File: src/rtl/surfturf_cmd_scheduler.sv
// Per-frame arbiter that grants the single SURF command slot to runcmd, trig or fw and registers a typed
// 32-bit command word. Define SURFTURF_SCHED_STARVE_EN to build the firmware anti-starvation promotion.
`ifndef RACKBUS_RUNCMD_BITS
`define RACKBUS_RUNCMD_BITS 2
`endif
`ifndef RACKBUS_TRIG_BITS
`define RACKBUS_TRIG_BITS 15
`endif

module surfturf_cmd_scheduler #(
    parameter int FRAME_LEN     = 8,
    parameter int FW_STARVE_MAX = 4
) (
    input  logic                            sysclk_i,
    input  logic                            rst_n_i,
    input  logic                            sync_i,
    input  logic                            fw_enable_i,
    input  logic [`RACKBUS_RUNCMD_BITS-1:0] runcmd_tdata,
    input  logic                            runcmd_tvalid,
    output logic                            runcmd_tready,
    input  logic [`RACKBUS_TRIG_BITS-1:0]   trig_tdata,
    input  logic                            trig_tvalid,
    output logic                            trig_tready,
    input  logic [7:0]                      fw_tdata,
    input  logic                            fw_tvalid,
    output logic                            fw_tready,
    output logic [31:0]                     cmd_o,
    output logic                            cmd_valid_o,
    output logic                            frame_start_o,
    output logic                            fw_starved_o
);
    // Encoding doubles as the command-word type field.
    typedef enum logic [1:0] {
        SRC_IDLE = 2'b00,
        SRC_RUN  = 2'b01,
        SRC_TRIG = 2'b10,
        SRC_FW   = 2'b11
    } src_e;

    localparam logic [7:0] FCNT_LAST = 8'(FRAME_LEN - 1);

    logic [7:0]  fcnt_reg;
    logic [31:0] cmd_reg;
    logic        cmd_valid_reg;
    logic        decision;
    logic        fw_cand;
    logic        promote;
    src_e        grant_sel;
    logic [31:0] cmd_next;

    // A realign pulse landing on the decision cycle suppresses that decision.
    assign decision = (fcnt_reg == FCNT_LAST) && !sync_i;
    assign fw_cand  = fw_tvalid && fw_enable_i;

    always_ff @(posedge sysclk_i or negedge rst_n_i) begin
        if (!rst_n_i) begin
            fcnt_reg <= '0;
        end else if (sync_i || (fcnt_reg == FCNT_LAST)) begin
            fcnt_reg <= '0;
        end else begin
            fcnt_reg <= fcnt_reg + 8'd1;
        end
    end

`ifdef SURFTURF_SCHED_STARVE_EN
    localparam logic [3:0] SCNT_MAX = 4'(FW_STARVE_MAX);

    logic [3:0] scnt_reg;

    assign promote      = (scnt_reg == SCNT_MAX);
    assign fw_starved_o = promote;

    always_ff @(posedge sysclk_i or negedge rst_n_i) begin
        if (!rst_n_i) begin
            scnt_reg <= '0;
        end else if (decision) begin
            if (!fw_cand || (grant_sel == SRC_FW)) begin
                scnt_reg <= '0;
            end else if (scnt_reg != SCNT_MAX) begin
                scnt_reg <= scnt_reg + 4'd1;
            end
        end
    end
`else
    assign promote      = 1'b0;
    assign fw_starved_o = 1'b0;
`endif

    always_comb begin
        grant_sel = SRC_IDLE;
        cmd_next  = '0;
        if (decision) begin
            if (promote && fw_cand) begin
                grant_sel = SRC_FW;
            end else if (runcmd_tvalid) begin
                grant_sel = SRC_RUN;
            end else if (trig_tvalid) begin
                grant_sel = SRC_TRIG;
            end else if (fw_cand) begin
                grant_sel = SRC_FW;
            end
        end
        case (grant_sel)
            SRC_RUN:  cmd_next[29:0] = 30'(runcmd_tdata);
            SRC_TRIG: cmd_next[29:0] = 30'(trig_tdata);
            SRC_FW:   cmd_next[29:0] = 30'(fw_tdata);
            default:  cmd_next[29:0] = '0;
        endcase
        cmd_next[31:30] = grant_sel;
    end

    assign runcmd_tready = (grant_sel == SRC_RUN);
    assign trig_tready   = (grant_sel == SRC_TRIG);
    assign fw_tready     = (grant_sel == SRC_FW);

    // The word is held for the whole frame; only a decision cycle refreshes it.
    always_ff @(posedge sysclk_i or negedge rst_n_i) begin
        if (!rst_n_i) begin
            cmd_reg       <= '0;
            cmd_valid_reg <= 1'b0;
        end else begin
            cmd_valid_reg <= decision;
            if (decision) begin
                cmd_reg <= cmd_next;
            end
        end
    end

    assign cmd_o         = cmd_reg;
    assign cmd_valid_o   = cmd_valid_reg;
    assign frame_start_o = (fcnt_reg == 8'd0);

endmodule

File: config.mk
export PLATFORM = sky130hd
export DESIGN_NAME = surfturf_cmd_scheduler
export DESIGN_NICKNAME = d
export VERILOG_FILES = /design/src/rtl/surfturf_cmd_scheduler.sv
export SDC_FILE = /design/constraint.sdc
export NUM_CORES = 1
export LEC_CHECK = 0
export CAP_MARGIN = 20
export CORE_MARGIN = 2
export CORE_UTILIZATION = 36
export DETAILED_ROUTE_END_ITERATION = 10
export PLACE_DENSITY = 0.84
export REMOVE_ABC_BUFFERS = 1
export SKIP_CTS_REPAIR_TIMING = 1
export SYNTH_ARGS = -nofsm -noshare
export SYNTH_HDL_FRONTEND = slang
export SYNTH_SLANG_ARGS = --single-unit
export TNS_END_PERCENT = 100
File: constraint.sdc
create_clock -name sysclk_i -period 1.8 [get_ports sysclk_i]
set_input_delay 0.27 -clock sysclk_i [delete_from_list [all_inputs] [get_ports sysclk_i]]
set_output_delay 0.27 -clock sysclk_i [all_outputs]
set_load 0.1 [all_outputs]
Word level (Yosys, flattened, before mapping)
Index checks and enable logic that the tools add are counted.
{"block": "totals", "register_bits": 41, "output_inout_bits": 38, "inputBits": 32}
{"block": "op_classes", "mux": 6, "n_eq_ne": 4, "n_addsub": 1, "reduce_logical": 5}
{"op": "15-bit one-hot mux with 3 select lines", "count": 1}
{"op": "8-bit by 1-bit adder with 8-bit output, second input constant", "count": 1}
{"op": "8-bit by 3-bit == test with 1-bit output, second input constant", "count": 1}
{"op": "8-bit zero test", "count": 1}
{"op": "2-bit 2-to-1 mux", "count": 4}
{"op": "8-bit 2-to-1 mux", "count": 1}
{"op": "2-bit == test, second input constant", "count": 2}
{"op": "2-bit by 1-bit == test with 1-bit output, second input constant", "count": 1}
{"op": "1-bit logical AND", "count": 2}
{"op": "1-bit zero test", "count": 1}
{"op": "1-bit logical OR", "count": 1}

Depth between registers and ports, before layout
{"block": "depth", "word_depth": 7, "depth_mapped": 5, "depth_no_buf": 4}

Worst setup path after synthesis
No wires, ideal clock.
{"block": "synth_path", "path_type": "register to output", "from": "register fcnt_reg[3]", "to": "output frame_start_o", "t_required_ns": 1.530, "n_path_buf": 0, "t_arrival_ns": 4.134, "path_stages_with_launch": 3, "slack_ns": -2.604, "path_cell_list": "dfrtp_1 or4_4 nor4b_1"}
{"block": "synth_between", "elab_chain_cells": 1}
{"item": "from (decl)", "line_no": "42", "rtl": "logic [7:0] fcnt_reg;"}
{"item": "from (signal assigned)", "line_no": "61", "rtl": "fcnt_reg <= fcnt_reg + 8'd1;"}
{"item": "8-bit zero test", "line_no": "131", "rtl": "assign frame_start_o = (fcnt_reg == 8'd0);"}
{"item": "to (decl)", "line_no": "29", "rtl": "output logic frame_start_o,"}
No other way between the ends.

Worst setup path after layout
Ends and elaborated chain as after synthesis.

==> reports/qor.csv <==
stage,metric,value,unit
logic_synthesis,synthesis warning total,0,
cells_and_area,ant diodes,0,
drt,Vias per Instance,4.744,
hold_path,HP Class,primary input to asynchronous set/reset pin,
timing,setup slack after layout,-406.4,ps
setup_path,reg2reg end,cmd_o[30],
setup_path,Crit. End Element,output pin,
pwr,Flop pwr share,33.8,%
floorplan,Chip Width,67.33,microns
setup_path,WP data arrival,1940,ps
cells_and_area,Largest register FFs,17,
setup_path,"critical path, cell by cell",or4_4 > buf_4 > nor4b_4 > buf_4 > buf_12,
setup_path,CP Max Fanout,2,
floorplan,I/O pins,70,
placement,input/output buffers,53,
floorplan,# rows,23,
pwr,switch share,42.29,%
cells_and_area,Non-Filler Instances,266,
setup_path,CP startpoint,fcnt_reg[3],
placement,placed instance count,258,
cells_and_area,multi-input logic area,669.4,sq um
pwr,Leak Pwr,1.049,nW
pwr,PwrDens,882.2,nW/um^2
clock_tree,CTS Buf Count,3,
job,maxcap violations,0,
cells_and_area,sequential cell area,650.6,sq um
timing,Layout Skew,3.990,ps
setup_path,CP Capture Point,frame_start_o,
clock_tree,"Clk pin slew, worst setup/hold paths",90,ps
cells_and_area,design area,2236,sq um
logic_synthesis,number of flops mapped to enable cells by yosys,0,
placement,area of placed instances,2078,sq um
timing,RSZ-0062 raised after global routing,true,
global_route,initial antenna violation count,0,
logic_synthesis,Gate Count Post-Synth,145,
timing,Tcrit/Tclk final,122.6,%
timing,hold_ws,364.6,ps
logic_synthesis,main combinational cell family by area after synthesis,simple AND/OR/NAND/NOR gates,
floorplan,area of the core,3943,sq um
drt,drt initial violations,54,
cells_and_area,Area Overhead vs Synth,54.85,%
logic_synthesis,Post-Syn Area,1444,sq um
timing,Fin. Hold Viols,0,
floorplan,DIE HEIGHT,67.33,microns
setup_path,slowest cell on the critical path,or4_4,
setup_path,"most used cell, CP",buf_4,
clock_tree,clock tree sinks,26,
setup_path,"Data required, critical path",1530,ps
global_route,global-route wire length before repair,5.361,mm
timing,"Slew Viols, Final",0,
global_route,vias in the first global route,1184,
cells_and_area,Filler cells,324,
placement,dpl hpwl,2.602,mm
pwr,Comb pwr share,41.8,%
outcome,failing checks,negative setup slack,
outcome,status,"complete, but fails checks",
drt,DR WL/cell,13.01,microns
timing,setup TNS,-2822,ps
setup_path,FF-to-FF setup slack,-130,ps
logic_synthesis,Synth cell types,29,
floorplan,die area,4533,sq um
drt,drt drc,0,
timing,Final Setup Violations,21,
clock_tree,CTS max path bufs,2,
clock_tree,CTS tree,built,
global_route,grt ovf,0,
cells_and_area,share of cells above drive strength 1,25.93,%
setup_path,r2r startpoint,fcnt_reg[3],
clock_tree,clk_lat worst skew,270,ps
setup_path,Max stage delay on crit path,560,ps
setup_path,worst reg-to-reg path cell count,5,
logic_synthesis,synthesized flop and latch total,26,
timing,Tmin final,2206,ps
logic_synthesis,register area share after synthesis,45.06,%
drt,DRT antenna net count,0,
logic_synthesis,multiplexer share of the synthesized area,12.48,%
drt,first drt pass iteration count,4,
setup_path,Crit Path Category,flop to output pin,
logic_synthesis,Synth Area in Compound Gates,6.932,%
global_route,largest net degree at the start of global routing,27,
pwr,Clock Power Share,24.5,%
floorplan,Initial Util,36.62,%
drt,drt total wl,3.461,mm
placement,GPL Wtd Cong,0.7822,
pwr,NetSw,0.0008341,W
timing,fmax,453.2,MHz
setup_path,startpoint types,flop,
pwr,worst vdd ir,0.0003305,V
cells_and_area,final core utilization,56.71,%
logic_synthesis,Most used DFF post-synth,dfrtp_1,
cells_and_area,nets@finish,251,
drt,vias,1262,
logic_synthesis,Post-Synth Simple-Gate Area,17.42,%
clock_tree,number of H-tree levels,1,
logic_synthesis,Synth Area in XOR/XNOR,1.820,%
logic_synthesis,syn avg cell area,9.958,sq um
clock_tree,root buffer cell,clkbuf_8,
global_route,GRT Util Overall,15.69,%
logic_synthesis,Synth async-reset ratio,100.0,%
pwr,Power Internal,0.001138,W
logic_synthesis,area share of fa/ha/maj cells after synthesis,1.733,%
[through the flow]
step | total power (W) | worst slack, ps
after floorplan | 0.001252 | -2604
after global placement | 0.001485 | -146.3
after detailed placement | 0.001496 | -190.2
after CTS | 0.001986 | -523.6
after global routing | 0.002062 | -482.8
final | 0.001972 | -406.4
[layout by cell type, fill, tap and decap left out, drive strengths merged, types with 6 or more instances in the layout]
master          n
buf            43
clkdlybuf4s50  31
dfrtp          26
nand2          16
conb           16
inv            13
a21oi          10
mux2i           9
mux2            8
nor2            6
nand4b          6
[cell usage after synthesis, types with 2 or more instances]
master | count | area share (%)
xor2_1 | 2 | 1.2
a21oi_1 | 10 | 3.5
or3_1 | 3 | 1.3
nand2_1 | 16 | 4.2
buf_4 | 17 | 8.8
nand4b_1 | 6 | 3.6
nand3_1 | 3 | 1.0
dfrtp_1 | 26 | 45
o21ai_0 | 3 | 1.0
and2_1 | 3 | 1.3
mux2i_1 | 9 | 6.2
ha_1 | 2 | 1.7
clkbuf_1 | 5 | 1.3
nor2_1 | 6 | 1.6
a222oi_1 | 2 | 1.4
inv_1 | 13 | 3.4
mux2_1 | 7 | 5.5
[worst max-delay path: cells and delay by family (launching register included)]
| kind | cells | cell delay [ps] |
|---|---|---|
| AND/OR/NAND/NOR | 2 | 800 |
| buffers and inverters | 3 | 480 |
| flip-flops | 1 | 390 |
[worst min-delay path by stage]
| stage | from | end | slack [ps] | cells past startpoint |
|---|---|---|---|---|
| 2_1_floorplan | rst_n_i | cmd_o[0] | -30 | 0 |
| 3_3_place_gp | fcnt_reg[0] | fcnt_reg[0] | 460 | 1 |
| 3_5_place_dp | cmd_o[2] | cmd_o[2] | 480 | 1 |
| 4_1_cts | rst_n_i | cmd_o[1] | 370 | 2 |
| 5_1_grt | rst_n_i | cmd_o[1] | 390 | 2 |
| 6_report | rst_n_i | cmd_valid_o | 360 | 2 |
[logic make-up (layout without fill, tap and decap cells)]
family / Yosys count / after routing
other: 1 / 16
XOR/XNOR: 3 / 3
buffers and inverters: 36 / 92
adder cells (fa/ha/maj): 2 / 2
multiplexers: 17 / 17
AO/OA/AOI/OAI: 17 / 17
flip-flops: 26 / 26
AND/OR/NAND/NOR: 43 / 43
[power by group through the flow]
| stage | clock network, W | registers (W) | logic [W] |
|---|---|---|---|
| after detailed placement | 0 | 0.000677 | 0.000818 |
| after global routing | 0.000529 | 0.000673 | 0.000859 |
| after global placement | 0 | 0.000674 | 0.000811 |
| after CTS | 0.000501 | 0.000666 | 0.000820 |
| after floorplan | 0 | 0.00101 | 0.000247 |
| final | 0.000483 | 0.000666 | 0.000824 |
[metal layers]
| layer | GRT usage (%) | vias to the layer above | wire, microns |
|---|---|---|---|
| met1 | 16.82 | 611 | 1317 |
| met2 | 30.07 | 49 | 1876 |
| met3 | 2.167 | 6 | 186 |
| met4 | 7.143 | 0 | 80 |
| met5 | 0 | - | 0 |
| li1 | - | 596 | - |
[cell type report]
type,count,area share [%]
Timing Repair Buffer,75,32.79
Multi-Input combinational cell,98,29.94
Sequential cell,26,29.10
Tap cell,50,2.798
Inverter,13,2.182
Clock buffer,3,1.847
Clock inverter,1,1.343
(Power assumes the default switching activity.)
